File: src/rtl/mel_pkg.sv
// mel_pkg: shared constants, bin/power types and stream state for the mel filterbank front end
package mel_pkg;
   localparam int FFT_SIZE    = 1024;
   localparam int NUM_BINS    = 512;
   localparam int NUM_FILTERS = 32;
   localparam int IN_WIDTH    = 16;
   localparam int POWER_WIDTH = 32;
   localparam int K_WIDTH     = 9;
   typedef logic [POWER_WIDTH-1:0] power_t;
   typedef logic [K_WIDTH-1:0] bin_idx_t;
   typedef enum logic {UNSYNCED, STREAM} state_t;
endpackage

File: src/rtl/fft_power_streamer_if.sv
// fft_power_streamer_if: complex FFT sample stream in, power bin stream out
interface fft_power_streamer_if;
   import mel_pkg::*;
   logic                       fft_valid_in;
   logic                       fft_last_in;
   logic signed [IN_WIDTH-1:0] fft_re_in;
   logic signed [IN_WIDTH-1:0] fft_im_in;
   power_t                     power_out;
   bin_idx_t                   k_out;
   logic                       power_valid_out;
   logic                       frame_done_out;
   logic                       frame_error_out;
   logic                       synced_out;
   modport master (
      output fft_valid_in, fft_last_in, fft_re_in, fft_im_in,
      input  power_out, k_out, power_valid_out, frame_done_out, frame_error_out, synced_out
   );
   modport slave (
      input  fft_valid_in, fft_last_in, fft_re_in, fft_im_in,
      output power_out, k_out, power_valid_out, frame_done_out, frame_error_out, synced_out
   );
endinterface

File: src/rtl/fft_power_streamer_complex_mag_sq.sv
// complex_mag_sq: two-stage re^2+im^2 with valid sideband; power is zero whenever valid is low
module complex_mag_sq
   import mel_pkg::*;
#(
   parameter int IN_WIDTH    = mel_pkg::IN_WIDTH,
   parameter int POWER_WIDTH = mel_pkg::POWER_WIDTH
) (
   input  logic                   clk_in,
   input  logic                   rst_in,
   input  logic                   in_valid,
   input  logic signed [IN_WIDTH-1:0] re,
   input  logic signed [IN_WIDTH-1:0] im,
   output logic                   out_valid,
   output logic [POWER_WIDTH-1:0] power
);
   localparam int PW = 2 * IN_WIDTH;
   logic signed [PW-1:0] re_x, im_x, re_sq, im_sq;
   logic v2;
   assign re_x = PW'(re);
   assign im_x = PW'(im);
   always_ff @(posedge clk_in) begin
      if (rst_in) begin
         v2        <= 1'b0;
         out_valid <= 1'b0;
         power     <= '0;
      end else begin
         v2        <= in_valid;
         re_sq     <= re_x * re_x;
         im_sq     <= im_x * im_x;
         out_valid <= v2;
         power     <= v2 ? POWER_WIDTH'($unsigned(re_sq)) + POWER_WIDTH'($unsigned(im_sq)) : '0;
      end
   end
endmodule

File: src/rtl/fft_power_streamer.sv
// fft_power_streamer: frame-aligns FFT samples and streams |X|^2 of the lower KEEP_BINS bins
// with a fixed 3-cycle latency; the mirrored upper half is dropped and misaligned frames are flagged.
module fft_power_streamer
   import mel_pkg::*;
#(
   parameter int FFT_SIZE    = mel_pkg::FFT_SIZE,
   parameter int KEEP_BINS   = mel_pkg::NUM_BINS,
   parameter int IN_WIDTH    = mel_pkg::IN_WIDTH,
   parameter int POWER_WIDTH = mel_pkg::POWER_WIDTH,
   parameter int K_WIDTH     = mel_pkg::K_WIDTH
) (
   input logic                clk_in,
   input logic                rst_in,
   fft_power_streamer_if.slave bus
);
   localparam int CNT_W = $clog2(FFT_SIZE);
   localparam logic [CNT_W-1:0]   CNT_LAST = CNT_W'(FFT_SIZE - 1);
   localparam logic [CNT_W:0]     KEEP_LIM = (CNT_W + 1)'(KEEP_BINS);
   localparam logic [K_WIDTH-1:0] K_LAST   = K_WIDTH'(KEEP_BINS - 1);
   state_t state;
   logic [CNT_W-1:0] cnt;
   logic in_stream, at_last, keep0, err0;
   logic s1_keep, s1_err, s2_keep, s2_err, done_q, err_q;
   logic signed [IN_WIDTH-1:0] s1_re, s1_im;
   logic [K_WIDTH-1:0] s1_tag, s2_tag, k_q;
   assign in_stream = state == STREAM;
   assign at_last   = cnt == CNT_LAST;
   assign keep0     = bus.fft_valid_in && in_stream && ({1'b0, cnt} < KEEP_LIM);
   // a last flag off the final slot, or the final slot without one, both mean misalignment
   assign err0      = bus.fft_valid_in && in_stream && (bus.fft_last_in != at_last);
   always_ff @(posedge clk_in) begin
      if (rst_in) begin
         state   <= UNSYNCED;
         cnt     <= '0;
         s1_keep <= 1'b0;
         s1_err  <= 1'b0;
         s2_keep <= 1'b0;
         s2_err  <= 1'b0;
         k_q     <= '0;
         done_q  <= 1'b0;
         err_q   <= 1'b0;
      end else begin
         if (bus.fft_valid_in && !in_stream && bus.fft_last_in) begin
            state <= STREAM;
            cnt   <= '0;
         end else if (bus.fft_valid_in && in_stream)
            cnt <= (bus.fft_last_in || at_last) ? '0 : cnt + 1'b1;
         s1_keep <= keep0;
         s1_err  <= err0;
         s1_re   <= bus.fft_re_in;
         s1_im   <= bus.fft_im_in;
         s1_tag  <= cnt[K_WIDTH-1:0];
         s2_keep <= s1_keep;
         s2_err  <= s1_err;
         s2_tag  <= s1_tag;
         if (s2_keep) k_q <= s2_tag;
         done_q  <= s2_keep && s2_tag == K_LAST;
         err_q   <= s2_err;
      end
   end
   complex_mag_sq #(.IN_WIDTH(IN_WIDTH), .POWER_WIDTH(POWER_WIDTH)) u_mag (
      .clk_in    (clk_in),
      .rst_in    (rst_in),
      .in_valid  (s1_keep),
      .re        (s1_re),
      .im        (s1_im),
      .out_valid (bus.power_valid_out),
      .power     (bus.power_out)
   );
   assign bus.k_out           = k_q;
   assign bus.frame_done_out  = done_q;
   assign bus.frame_error_out = err_q;
   assign bus.synced_out      = in_stream;
endmodule

File: src/flat_wrapper.sv
// flat-port wrapper written by rule: the top's interface ports become plain ports
module fft_power_streamer_flat import mel_pkg::*;
#(
   parameter int FFT_SIZE    = mel_pkg::FFT_SIZE,
   parameter int KEEP_BINS   = mel_pkg::NUM_BINS,
   parameter int IN_WIDTH    = mel_pkg::IN_WIDTH,
   parameter int POWER_WIDTH = mel_pkg::POWER_WIDTH,
   parameter int K_WIDTH     = mel_pkg::K_WIDTH
)
  (clk_in, rst_in, bus_fft_valid_in, bus_fft_last_in, bus_fft_re_in, bus_fft_im_in, bus_power_out, bus_k_out, bus_power_valid_out, bus_frame_done_out, bus_frame_error_out, bus_synced_out);
  fft_power_streamer_if bus_i ();
  input logic clk_in;
  input logic rst_in;
  input wire logic [$bits(bus_i.fft_valid_in)-1:0] bus_fft_valid_in;
  input wire logic [$bits(bus_i.fft_last_in)-1:0] bus_fft_last_in;
  input wire logic [$bits(bus_i.fft_re_in)-1:0] bus_fft_re_in;
  input wire logic [$bits(bus_i.fft_im_in)-1:0] bus_fft_im_in;
  output wire logic [$bits(bus_i.power_out)-1:0] bus_power_out;
  output wire logic [$bits(bus_i.k_out)-1:0] bus_k_out;
  output wire logic [$bits(bus_i.power_valid_out)-1:0] bus_power_valid_out;
  output wire logic [$bits(bus_i.frame_done_out)-1:0] bus_frame_done_out;
  output wire logic [$bits(bus_i.frame_error_out)-1:0] bus_frame_error_out;
  output wire logic [$bits(bus_i.synced_out)-1:0] bus_synced_out;
  assign bus_i.fft_valid_in = bus_fft_valid_in;
  assign bus_i.fft_last_in = bus_fft_last_in;
  assign bus_i.fft_re_in = bus_fft_re_in;
  assign bus_i.fft_im_in = bus_fft_im_in;
  assign bus_power_out = bus_i.power_out;
  assign bus_k_out = bus_i.k_out;
  assign bus_power_valid_out = bus_i.power_valid_out;
  assign bus_frame_done_out = bus_i.frame_done_out;
  assign bus_frame_error_out = bus_i.frame_error_out;
  assign bus_synced_out = bus_i.synced_out;
  fft_power_streamer #(.FFT_SIZE(FFT_SIZE), .KEEP_BINS(KEEP_BINS), .IN_WIDTH(IN_WIDTH), .POWER_WIDTH(POWER_WIDTH), .K_WIDTH(K_WIDTH)) u_core (.clk_in(clk_in), .rst_in(rst_in), .bus(bus_i));
endmodule
File: config.mk
export PLATFORM = sky130hd
export DESIGN_NAME = fft_power_streamer_flat
export DESIGN_NICKNAME = d
export VERILOG_FILES = /design/src/rtl/mel_pkg.sv /design/src/rtl/fft_power_streamer_if.sv /design/src/rtl/fft_power_streamer_complex_mag_sq.sv /design/src/rtl/fft_power_streamer.sv /design/src/flat_wrapper.sv
export SDC_FILE = /design/constraint.sdc
export NUM_CORES = 1
export LEC_CHECK = 0
export BUFFER_PORTS_ARGS = -buffer_cell sky130_fd_sc_hd__buf_4
export CORE_MARGIN = 1.5
export CORE_UTILIZATION = 30
export DETAILED_ROUTE_END_ITERATION = 10
export SETUP_SLACK_MARGIN = 0.3
export SYNTH_ARGS = -nofsm -noshare
export SYNTH_HDL_FRONTEND = slang
export SYNTH_HIERARCHICAL = 1
export SYNTH_SLANG_ARGS = --single-unit
File: constraint.sdc
create_clock -name clk_in -period 10.8 [get_ports clk_in]
set_clock_uncertainty 0.2 [all_clocks]
set_input_delay 1.62 -clock clk_in [delete_from_list [all_inputs] [get_ports clk_in]]
set_output_delay 1.62 -clock clk_in [all_outputs]
set_load 0.005 [all_outputs]
==> summary by stage, run 1 <==
Global route
The fraction of met1 tracks used by global routing is 0.1719. The global-route usage over all layers is 0.1316. The number of global-route vias before repair is 17.27k. Entering global routing, the biggest net connects 64 pins. The initial antenna violation count came to 0. The first global-routing pass estimated 87930 µm of wire. The fraction of met2 tracks used by global routing is 0.2216. For met3 alone, demand over resource in global routing was 0.02796. The overall overflow remaining after global route is 0. met2 is the most crowded layer.

Synthesis
Counting every instance in the synthesized netlist gives around 2.5k. In this run the cell area of the synthesized design comes to 0.02472 mm². The post-synth net total is 3197. During synthesis, Yosys emitted a total of 6 warnings. In this run, distinct cell masters in the synthesized netlist total 73. The compound-cell area share of the yosys netlist is 0.07506. For this run, the register share of the synthesized area comes to 0.1846.

Yosys mapped a number of flops with a built-in enable equal to 112. The multiplexer fraction of the synthesized cell area is 0.005719. Of the total synthesized cell area, the portion taken by XOR and XNOR cells is 0.03791. Of the total synthesized cell area, the portion taken by AND, OR, NAND and NOR gates is 0.09839. Among all flip-flop cells after synthesis, the most frequent one is sky130_fd_sc_hd__edfxtp_1. The adder-cell share of the synthesized area is 0.4868. The dominant combinational cell family by area after synthesis is adder cells. The mean cell area of the mapped netlist is between 9 and 10 µm². In the synthesized netlist the async set-or-reset flop fraction comes to 0.

Counting flops and latches in the post-synthesis netlist gives 172.

Routing
The count of nets left with antenna violations once routing finished came out at 0. The overall via count from detail_route is 16.10k. The routed design has 52080 µm of wire. The first detailed-routing pass took 5 iterations. After detailed routing, the number of vias per cell comes to 4.462. In this run, the number of DRC markers left after iteration 0 of detailed routing was approximately 730. After detailed routing, the number of remaining DRC violations is 0. In the final routed layout, each cell accounts on average for roughly 14 µm.

Clock network
Buffers added to address setup during post-CTS repair amount to 0. Buffers inserted during clock tree synthesis total 17. TritonCTS built the clock tree.

The number of buffers on the longest clock path is 2. The total of hold buffers inserted after clock tree synthesis is 0. Clock-pin slew was measured on the worst setup and hold paths at about 0.08 ns. The H-tree was split into 4 levels. The insertion delay of the later-clocked pin in the worst-skew pair is approximately 0.5 ns.

The clock net in this run drives a total of 172 sinks. The clock tree root driver cell is sky130_fd_sc_hd__clkbuf_16. After clock tree synthesis, the repair step resized 0 gates.

Finish
Fill cells in the final layout number 8416. The synthesis-to-layout area growth is 9.510%. Across the whole layout, storage elements account for between 0.004 and 0.005 mm². At the end of the flow, the number of nets in the layout was 3242. The number of antenna cells inserted is 0.

In the final layout, the share of cells above drive strength 1 is 0.05792. Summing all multi-input logic gate instances after layout gives 0.01740 mm². Leaving out filler cells and counting taps, the final layout contains about 3.6k.

Worst setup path
Data on the critical path arrives at its endpoint at between 7 and 8 ns. The type of element launching the critical path is a register. The maximum fanout encountered on the critical timing path is 20. STA puts the critical path data required time at approximately 11 ns. The critical path endpoint category is a register. The startpoint of the most critical setup path is u_core/s1_im[15]. The launch instance of the worst register-to-register path is u_core/s1_im[15].

The worst setup path is of the register to register kind.

Place
The pre-CTS worst setup slack is roughly 3.3 ns. The number of placed instances, taps included is 3576. The post-detailed-placement half-perimeter wirelength is 42650 µm. The final estimated routing congestion in global placement is 0.8454. Port buffering added 80 buffers.

STA
After routing, the total negative slack on setup checks comes to 0 ns. The worst path meets setup with approximately 3.3 ns of slack. Setup repair after global routing left no endpoint under its margin. Static timing analysis puts the maximum clock frequency at 133.3 MHz. The hold violation total from the final report is 0.

The final critical-path share of the clock period is 0.6947. The final count of pins violating max slew came to 0. The shortest period the worst path allows is 7.503 ns. The worst relative slew slack is 0.4110. The final number of setup-violating endpoints is 0.

The slew at the pin closest to its max-slew limit is 0.8835 ns.

Flow run
The tool flagged a number of max-cap violations equal to 0.

Outcome
The flow ran to the end, and the final reports show no timing, DRC or antenna violations.

Floorplanning
For this configuration, the core starts out at a cell density of 0.3020. The floorplan row count is ~110. The die area is 0.08413 mm². The width of the die is between 200 and 300 µm. The die is 290.1 µm tall. In this run the count of I/O pins placed on the die edge is 81.

After floorplanning, the core was sized to cover 0.08185 mm².

Hold path
The classification of the worst-slack hold path is register to register. The beginning of the worst hold path is u_core/s1_tag[2].
## cell usage in the layout, fill, tap and decap left out, types with 4 or more instances in the layout
cell type,n
sky130_fd_sc_hd__xnor2_1,87
sky130_fd_sc_hd__a31o_2,9
sky130_fd_sc_hd__a211oi_1,12
sky130_fd_sc_hd__o211ai_1,8
sky130_fd_sc_hd__a21oi_1,72
sky130_fd_sc_hd__dfxtp_1,60
sky130_fd_sc_hd__nor2_1,121
sky130_fd_sc_hd__o21a_1,18
sky130_fd_sc_hd__and2_1,91
sky130_fd_sc_hd__and3_1,14
sky130_fd_sc_hd__edfxtp_1,112
sky130_fd_sc_hd__mux2i_1,13
sky130_fd_sc_hd__xor2_1,20
sky130_fd_sc_hd__clkinv_8,5
sky130_fd_sc_hd__a221oi_1,4
sky130_fd_sc_hd__ha_1,213
sky130_fd_sc_hd__nor4_1,5
sky130_fd_sc_hd__or2_2,5
sky130_fd_sc_hd__nand2_1,175
sky130_fd_sc_hd__nand3_1,21
sky130_fd_sc_hd__inv_1,669
sky130_fd_sc_hd__a21o_1,45
sky130_fd_sc_hd__a31oi_1,5
sky130_fd_sc_hd__nor3b_1,6
sky130_fd_sc_hd__nand4_1,9
sky130_fd_sc_hd__nor2b_1,10
sky130_fd_sc_hd__o21ai_0,36
sky130_fd_sc_hd__inv_6,5
sky130_fd_sc_hd__buf_4,87
sky130_fd_sc_hd__o21bai_1,16
sky130_fd_sc_hd__fa_1,468
sky130_fd_sc_hd__clkbuf_16,17
sky130_fd_sc_hd__nor3_1,18
sky130_fd_sc_hd__and4_1,7
sky130_fd_sc_hd__nand2b_1,10
sky130_fd_sc_hd__o311ai_0,6
## cells by family after synthesis
family | Yosys count
AND/OR/NAND/NOR | 506
AO/OA/AOI/OAI | 268
multiplexers | 14
buffers and inverters | 732
XOR/XNOR | 107
adder cells (fa/ha/maj) | 681
flip-flops | 172
## cell type report
class,instances,area share
clock buffer,18,0.01585
multi-input combinational,1576,0.6427
inverter,671,0.09304
tap,1070,0.04945
clock inverter,14,0.006193
timing repair buffer,87,0.02413
sequential,172,0.1686
## Yosys cell counts (3+ instances only)
library cell                instances  area (µm²)
sky130_fd_sc_hd__o21ai_0           36       180.2
sky130_fd_sc_hd__nor2_1           121       454.2
sky130_fd_sc_hd__a211oi_1          12       90.09
sky130_fd_sc_hd__and3_1            14       87.58
sky130_fd_sc_hd__clkbuf_1          54       202.7
sky130_fd_sc_hd__o2111ai_1          3       26.28
sky130_fd_sc_hd__nor4_1             5       31.28
sky130_fd_sc_hd__nand2b_1          10       62.56
sky130_fd_sc_hd__o21a_1            18       135.1
sky130_fd_sc_hd__nand4_1            9       56.30
sky130_fd_sc_hd__inv_1            671        2519
sky130_fd_sc_hd__o211ai_1           8       60.06
sky130_fd_sc_hd__buf_1              4       15.01
sky130_fd_sc_hd__a31o_2             9       78.83
sky130_fd_sc_hd__nand3_1           21       105.1
sky130_fd_sc_hd__o21bai_1          16       120.1
sky130_fd_sc_hd__and4_1             7       61.31
sky130_fd_sc_hd__xnor2_1           87       762.0
sky130_fd_sc_hd__edfxtp_1         112        3363
sky130_fd_sc_hd__a2111oi_0          3       26.28
sky130_fd_sc_hd__a31oi_1            5       31.28
sky130_fd_sc_hd__a221oi_1           4       35.03
sky130_fd_sc_hd__nor3_1            18       90.09
sky130_fd_sc_hd__or3_1              3       18.77
sky130_fd_sc_hd__ha_1             213        2665
sky130_fd_sc_hd__dfxtp_1           60        1201
sky130_fd_sc_hd__nand2_1          175       656.9
sky130_fd_sc_hd__xor2_1            20       175.2
sky130_fd_sc_hd__fa_1             468        9369
sky130_fd_sc_hd__o211a_1            3       30.03
sky130_fd_sc_hd__mux2i_1           13       130.1
sky130_fd_sc_hd__nor3b_1            6       45.04
sky130_fd_sc_hd__and2_1            91       569.3
sky130_fd_sc_hd__o311ai_0           6       52.55
sky130_fd_sc_hd__nor2b_1           10       62.56
sky130_fd_sc_hd__a21o_1            45       337.8
sky130_fd_sc_hd__a21oi_1           72       360.4
sky130_fd_sc_hd__or2_2              5       31.28
## per-stage QoR
step                cell area, µm²  hold WS (ns)  utilization
floorplan                    24720        0.2003            -
CTS                          27070        0.2233       0.3308
detailed placement           26480        0.2062       0.3235
finish                       27070        0.2205       0.3308
global route                 27070        0.2325       0.3308
global placement             26480        0.2005       0.3235
## path summary, 6_finish.rpt
check,end,slack [ns],cells after the start
hold / removal,u_core/s2_tag[2],0.22,0
setup / recovery,u_core/u_mag/im_sq[31],3.30,19
setup reg to reg,u_core/u_mag/im_sq[31],3.30,19
hold reg to reg,u_core/s2_tag[2],0.22,0
## metal layers
metal / vias up / part of all wire / routed length (µm)
li1: 7708 / - / -
met1: 8067 / 0.45 / 23360
met2: 274 / 0.49 / 25400
met3: 50 / 0.048 / 2490
met4: 0 / 0.016 / 828
met5: - / 0 / 0
## critical path: stages, from the launching register on
cell and delay (ns):
sky130_fd_sc_hd__edfxtp_1 0.80, sky130_fd_sc_hd__inv_1 0.48, sky130_fd_sc_hd__nor2_1 0.34, sky130_fd_sc_hd__fa_1 0.60, sky130_fd_sc_hd__fa_1 0.56, sky130_fd_sc_hd__fa_1 0.44
sky130_fd_sc_hd__fa_1 0.51, sky130_fd_sc_hd__fa_1 0.50, sky130_fd_sc_hd__inv_1 0.05, sky130_fd_sc_hd__fa_1 0.47, sky130_fd_sc_hd__inv_1 0.04, sky130_fd_sc_hd__ha_1 0.37
sky130_fd_sc_hd__a21oi_1 0.24, sky130_fd_sc_hd__o21ai_0 0.14, sky130_fd_sc_hd__a221o_1 0.36, sky130_fd_sc_hd__a22o_1 0.21, sky130_fd_sc_hd__a211oi_2 0.31, sky130_fd_sc_hd__o21ai_0 0.21
sky130_fd_sc_hd__a2111o_1 0.40, sky130_fd_sc_hd__o211ai_1 0.09
## state kept, by name (all words and copies together) (netlist names), 9 cells and up
name and cells:
u_core/u_mag/power 32, u_core/u_mag/im_sq 31, u_core/u_mag/re_sq 31, u_core/s1_im 16, u_core/s1_re 16, u_core/cnt 10
u_core/bus.k_out 9, u_core/s1_tag 9, u_core/s2_tag 9
Power of run 1 is not shown: default switching activity piles up to over one toggle a cycle in this logic, so the estimate is an artifact.
==> run 2: changes to the inputs <==
- ABC_AREA: unset -> 1
- clock period: 10.8 -> 6.3 ns (I/O delays scaled with it)
==> summary by stage, run 2 <==
Outcome
The flow ran to the end, and the final reports show no timing, DRC or antenna violations.

Finish
The net count of the finished layout is between 4k and 5k. The largest registers in the layout are u_core/u_mag/power (32), u_core/u_mag/im_sq (31), u_core/u_mag/re_sq (31). The end-of-flow core utilization is 0.3451.

The proportion of layout cells with a drive suffix above 1 is 0.1093. After filler insertion, the fill cell instance count of the layout stands at 9193. Summing all flip-flop and latch instances after layout gives 0.004564 mm². The library cell used most frequently in the layout, excluding fill and tap cells, is sky130_fd_sc_hd__inv_1. The number of antenna cells inserted is 0. The synthesis-to-layout area growth is 14.06%. The multi-input gate area in the final layout is between 0.015 and 0.02 mm². The top cell types in the final layout, fill and taps aside, are sky130_fd_sc_hd__inv_1, sky130_fd_sc_hd__nand2_1, sky130_fd_sc_hd__fa_1.

The number of flip-flops in the largest register is 32. The register name with the most flops is u_core/u_mag/power.

Clock network
The clock slew seen by the registers of the worst setup and hold paths is 0.07 ns. CTS placed an instance of sky130_fd_sc_hd__clkbuf_16 at the clock tree root. The total of hold buffers inserted after clock tree synthesis is 0. The later pin in the worst-skew pair is clocked with a latency of 0.49 ns. The tree built by TritonCTS fans out to 172 sinks.

TritonCTS built the clock tree. The TritonCTS buffer count is 17. The number of H-tree levels is 4. The clock passes through at most 2 buffers.

STA
The maximum clock frequency is 171.9 MHz. Setup violations remaining at the end of the flow were counted as 0. The final count of pins violating max slew came to 0. The setup TNS after final layout is 0 ns. The shortest period the worst path allows is roughly 5.8 ns.

The worst relative slew slack is 0.4241. The minimum hold slack is 0.2105 ns. The final critical-path share of the clock period is 0.9234. At the pin with the least slew margin, the transition time is 0.8585 ns. Setup repair after global routing could not meet its margin everywhere. The hold violation total from the final report was 0.

Floorplanning
The floorplan row count is between 100 and 150. In this run the horizontal extent of the chip is 301.3 µm. The floorplan step defined a core boundary enclosing 0.08824 mm². The die area is 0.09078 mm².

For this design the top-level I/O count stands at 81. The die is about 300 µm tall. The starting utilization of the core area is 0.3025.

Global route
The number of global-route vias before repair was 20.52k. Entering global routing, the biggest net connects 63 pins. The initial antenna violation count came to 0. The wire length of the first global-routing pass is ~110000 µm. For this run, the total global-route usage over all layers was measured as 0.1488. Global routing finished with a remaining overflow of 0.

Synthesis
The commonest cells after synthesis are sky130_fd_sc_hd__inv_1, sky130_fd_sc_hd__nand2_1, sky130_fd_sc_hd__fa_1, sky130_fd_sc_hd__ha_1, sky130_fd_sc_hd__nor2_1. The post-synthesis cell area is 0.02670 mm². Among all flip-flop cells after synthesis, the most frequent one is sky130_fd_sc_hd__edfxtp_1. The fraction of post-synthesis cell area in the top cell type by area is 0.3510. The leading area contributor after synthesis is sky130_fd_sc_hd__fa_1.

The number of enable-type register cells in the synthesized netlist is between 100 and 150. For this run, the number of Yosys warnings is 6. The register area share after synthesis is 0.1710. Sorting the synthesized cells by area gives the leading types as sky130_fd_sc_hd__fa_1, sky130_fd_sc_hd__inv_1, sky130_fd_sc_hd__edfxtp_1. Averaged over all synthesized cells, the footprint is between 8 and 9 µm². In the post-synthesis netlist, the cell with the most instances is sky130_fd_sc_hd__inv_1.

The number of storage elements in the synthesis netlist is approximately 170. The async set-reset flop share out of synthesis is 0. The synthesized netlist cell count is 3252.

Synthesis produced a netlist with a net count of 3969. The number of different library cells used by synthesis comes to 39.

Routing
For this run, design rule violations remaining after detail routing come to 0. The detailed-route vias per instance is 4.395. Summed over all layers, the routed wires come to around 64000 µm. Summing over every cut layer, the via total after detailed routing is 20.08k. The length of the first detailed-routing pass in iterations is 6.

The mean routed wirelength per cell is 14.10 µm. In this run, the number of DRC markers left after iteration 0 of detailed routing was 1242. The count of nets left with antenna violations once routing finished came out at 0.

Worst setup path
The maximum fanout encountered on the critical timing path is 5. The worst endpoint data arrival time is 5.84 ns. The type of the worst setup path is register to register. The critical path endpoint category is a register. In this run the register-to-register setup slack is 0.48 ns. The worst setup path is launched from a register. At the worst endpoint, the required time is 6.33 ns.

Hold path
In this run the worst hold path is classified as register to register.

Flow run
Across the run, the number of max-cap violations was 0.

Place
The count of buffers added on input and output ports is 80. The final estimated routing congestion in global placement is 0.9133. The wire-length estimate of the detail-placed layout is 55390 µm.
## run 2: cell types whose count changed after synthesis, moves of 41 or more
cell,change
sky130_fd_sc_hd__a21o_1,-41
sky130_fd_sc_hd__and2_1,-80
sky130_fd_sc_hd__xnor2_1,-75
sky130_fd_sc_hd__inv_1,+266
sky130_fd_sc_hd__nor2_1,+61
sky130_fd_sc_hd__nand2_1,+544
sky130_fd_sc_hd__a21oi_1,+44
sky130_fd_sc_hd__nand3_1,+71
## run 2: logic make-up after synthesis
kind of cell,synth area share
buf+inv,0.1433
fa+ha+maj,0.4508
xor+xnor,0.01870
flops,0.1710
compound gates,0.04218
simple gates,0.1740
## run 2: final timing paths
check,from,to,cells past startpoint
worst max-delay path,u_core/s1_im[15],u_core/u_mag/im_sq[23],21
worst min-delay path,u_core/s2_err,u_core/bus.frame_error_out,2
worst max register to register,u_core/s1_im[15],u_core/u_mag/im_sq[23],21
worst min register to register,u_core/s2_err,u_core/bus.frame_error_out,2
## run 2: critical path: stages, from the launching register on
cell	delay, ns
sky130_fd_sc_hd__edfxtp_1	0.38
sky130_fd_sc_hd__buf_4	0.17
sky130_fd_sc_hd__buf_4	0.13
sky130_fd_sc_hd__nand2_1	0.05
sky130_fd_sc_hd__inv_1	0.05
sky130_fd_sc_hd__fa_2	0.60
sky130_fd_sc_hd__buf_4	0.15
sky130_fd_sc_hd__fa_1	0.43
sky130_fd_sc_hd__fa_1	0.44
sky130_fd_sc_hd__fa_1	0.52
sky130_fd_sc_hd__fa_1	0.54
sky130_fd_sc_hd__inv_1	0.05
sky130_fd_sc_hd__fa_1	0.47
sky130_fd_sc_hd__inv_1	0.04
sky130_fd_sc_hd__ha_1	0.36
sky130_fd_sc_hd__nand2_1	0.16
sky130_fd_sc_hd__nor2_1	0.18
sky130_fd_sc_hd__inv_1	0.13
sky130_fd_sc_hd__nor2_2	0.16
sky130_fd_sc_hd__nand4_1	0.13
sky130_fd_sc_hd__nand3_1	0.14
sky130_fd_sc_hd__xor2_1	0.08
## run 2: metrics by stage
stage / setup slack, ns / instances / area (µm²)
final: 0.4825 / 4569 / 30450
after floorplan: 0.4408 / 3252 / 26700
after global placement: 0.1019 / 4491 / 28970
after detailed placement: 0.05278 / 4491 / 28970
after global routing: 0.2253 / 4569 / 30450
after CTS: 0.3012 / 4547 / 29780
## run 2: timing repair
action	in CTS	in global routing
pin swaps	0	14
endpoints found under the setup margin	16	35
resized for setup	3	126
buffers inserted	24	22
## run 2: final cells by class
cell class | count | area share
multi-input cells | 2064 | 0.6148
flip-flops and latches | 172 | 0.1499
inverters | 946 | 0.1171
repair buffers | 190 | 0.05050
well taps | 1165 | 0.04787
clock buffers | 20 | 0.01574
clock inverters | 12 | 0.004068
## run 2: routing by layer
| layer | share of wire | global-route usage | vias up |
|---|---|---|---|
| met5 | 0 | 0 | - |
| met4 | 0.018 | 0.03996 | 0 |
| met3 | 0.045 | 0.02219 | 55 |
| met2 | 0.47 | 0.2457 | 385 |
| met1 | 0.47 | 0.2027 | 9800 |
| li1 | - | - | 9842 |
Power of run 2 is left out for the same reason.
==> run 3: changes to the inputs <==
- CORE_ASPECT_RATIO: unset -> 2
==> summary by stage, run 3 (synthesis gave the netlist of run 2 again) <==
Outcome
The run finished with clean final reports.

Worst setup path
The type of the worst setup path is register to register. For the worst setup path, the data arrival time is 5.95 ns. Among the stages of the critical path, the cell type that occurs most often is sky130_fd_sc_hd__fa_1. The startpoint of the most critical setup path is u_core/s1_re[2].

The worst setup path is launched from a register. For this run, the slowest stage of the critical path takes 0.55 ns. Counting both buffers and inverters, the worst setup path holds a total of 5. Walking the worst path, the cells encountered are buf_6, buf_4, nand2_1, fa_1, inv_1, fa_1, ha_1, inv_1, fa_1, inv_1, fa_1, fa_1, ha_1, nand2_1, nor2_4, nand2_1, nand3_1, nand3_2, nand4_1, nand2_1. The largest individual stage delay along the critical path comes from the cell sky130_fd_sc_hd__edfxtp_1. The data required time at the worst endpoint is 6.36 ns.

The cell type group with the largest total delay on the critical path is adder cells. The launch instance of the worst register-to-register path is u_core/s1_re[2]. The maximum fanout encountered on the critical timing path is 9. The critical path endpoint category is a register.

Clock network
The number of buffers on the longest clock path is 2. Clock tree synthesis selected as its root buffer the cell sky130_fd_sc_hd__clkbuf_16. Clock tree synthesis inserted a total of 17 buffers. The clock tree from TritonCTS is done. The total clock sinks is 172. The clock slew seen by the registers of the worst setup and hold paths is 0.08 ns. The clock tree synthesis step divided the H-tree into 4 levels. For the worst-skew pair, the clock arrives at the later sink with an insertion delay of 0.53 ns.

Floorplanning
The die area is 0.09089 mm². For this configuration, the core starts out at a cell density of 0.3032. In this run the count of I/O pins placed on the die edge is 81.

Row generation in the floorplan step produced between 150 and 200 rows. The width of the die is 213.9 µm. The die height is 424.9 µm. The core region is 0.08806 mm².

Routing
For this block, the initial DRC count from the detailed router was slightly above 800. For this run, design rule violations remaining after detail routing come to 0. The length of the first detailed-routing pass in iterations is 5. The post-detailed-route count of antenna-violating nets is 0. The routed wire length is 76540 µm. In the final routed layout, each cell accounts on average for about 17 µm.

For this block, the via count after detailed routing is 20.65k. The detailed-route vias per instance is 4.479.

Finish
In the final design database the tool counted just over 4k nets. 0 antenna diodes ended up in the layout. Registers take 0.004564 mm².

Of the cells placed in the final design, the portion with a size suffix greater than 1 is 0.1297. The number of flip-flops in the largest register is 32. In the layout the commonest cells are sky130_fd_sc_hd__inv_1, sky130_fd_sc_hd__nand2_1, sky130_fd_sc_hd__fa_1.

The multi-input gate area in the final layout is between 0.015 and 0.02 mm². Ranked by flip-flop count, first place goes to u_core/u_mag/power. With fillers left out, the area of the finished cells amounts to 0.03105 mm². The filler cell count is between 9k and 10k. Relative to the synthesized area, the layout overhead comes to 16.30%. The largest registers in the layout are u_core/u_mag/power (32), u_core/u_mag/im_sq (31), u_core/u_mag/re_sq (31). The end-of-flow core utilization is 0.3526. The library cell used most frequently in the layout, excluding fill and tap cells, is sky130_fd_sc_hd__inv_1.

Hold path
The beginning of the worst hold path is u_core/s1_err. The min-delay analysis places its worst path in the category register to register.

STA
Of the available clock period, the critical path in the final layout requires 0.9347. For the final routed database, the setup TNS stands at 0 ns. Setup violations remaining at the end of the flow were counted as 0. The maximum clock frequency is 169.8 MHz. The final count of pins violating max slew is 0. The hold violation total from the final report was 0. Setup repair after global routing could not meet its margin everywhere. In this run the tightest slew margin relative to its limit is 0.4109. At the pin with the least slew margin, the transition time is between 0.8 and 0.9 ns. The worst path in the final design needs a cycle of 5.888 ns, including I/O delays and setup.

Global route
Entering global routing, the biggest net connects 64 pins. For this run the aggregate overflow at the end of global routing stands at 0. The first global-routing pass estimated 118200 µm of wire. The initial antenna violation count is 0. The global-route usage over all layers is 0.1733. The number of global-route vias before repair is ~23k.

Flow run
Max-cap violations in this run came to 0.

Place
The count of buffers inserted at the top-level ports is 80. The final estimated routing congestion in global placement is ~0.98. The cell area reported after detailed placement is 0.02936 mm². Summed over all nets, the half-perimeter wirelength after detailed placement is about 66000 µm.
==> run 3: cell types whose count changed in the layout (fill, tap and decap cells not counted), moves of 7 or more <==
cell                      delta
sky130_fd_sc_hd__a21oi_2    +11
sky130_fd_sc_hd__buf_4      +27
sky130_fd_sc_hd__ha_4        +9
sky130_fd_sc_hd__a21oi_1    -10
sky130_fd_sc_hd__nand2_2    +11
sky130_fd_sc_hd__nand2_1    -12
sky130_fd_sc_hd__ha_1       -10
sky130_fd_sc_hd__buf_12      +7
==> run 3: final timing paths <==
check,end,slack [ns],cells past startpoint
hold / removal,u_core/s2_err,0.21,2
setup reg to reg,u_core/u_mag/re_sq[27],0.41,20
setup / recovery,u_core/u_mag/re_sq[27],0.41,20
hold reg to reg,u_core/s2_err,0.21,2
==> run 3: layout make-up <==
class                           count  share of cell area
Multi-Input combinational cell   2064              0.6105
Sequential cell                   172              0.1470
Clock inverter                     12            0.004111
Clock buffer                       20             0.01507
Tap cell                         1170             0.04715
Inverter                          946              0.1147
Timing Repair Buffer              226             0.06138
==> run 3: worst min-delay path, cell delays in order, from the launching register on <==
cell and delay [ns]:
sky130_fd_sc_hd__dfxtp_1 0.30, sky130_fd_sc_hd__inv_1 0.04, sky130_fd_sc_hd__nor2_1 0.03
==> run 3: timing repair <==
item                       in CTS  in global routing
buffers inserted               22                 17
gates resized for setup        20                165
setup endpoints to repair      36                 37
hold buffers                    0                  0
pin swaps                       0                 28
==> run 3: through the flow <==
| stage | setup WS (ns) | std cells | hold WS (ns) |
|---|---|---|---|
| 2_1_floorplan | 0.4408 | 3252 | 0.1883 |
| 4_1_cts | 0.2404 | 4593 | 0.2084 |
| 3_3_place_gp | -0.1058 | 4539 | 0.1985 |
| 5_1_grt | 0.2299 | 4610 | 0.2264 |
| 6_report | 0.4115 | 4610 | 0.2059 |
| 3_5_place_dp | -0.03478 | 4539 | 0.1972 |
==> run 3: metal layers <==
layer,track usage,up-vias,routed length [µm]
met1,0.1457,10128,23600
met2,0.3589,385,45300
li1,-,9900,-
met4,0.1242,0,5499
met3,0.02444,234,2135
met5,0,-,0
Power of run 3 is left out for the same reason.
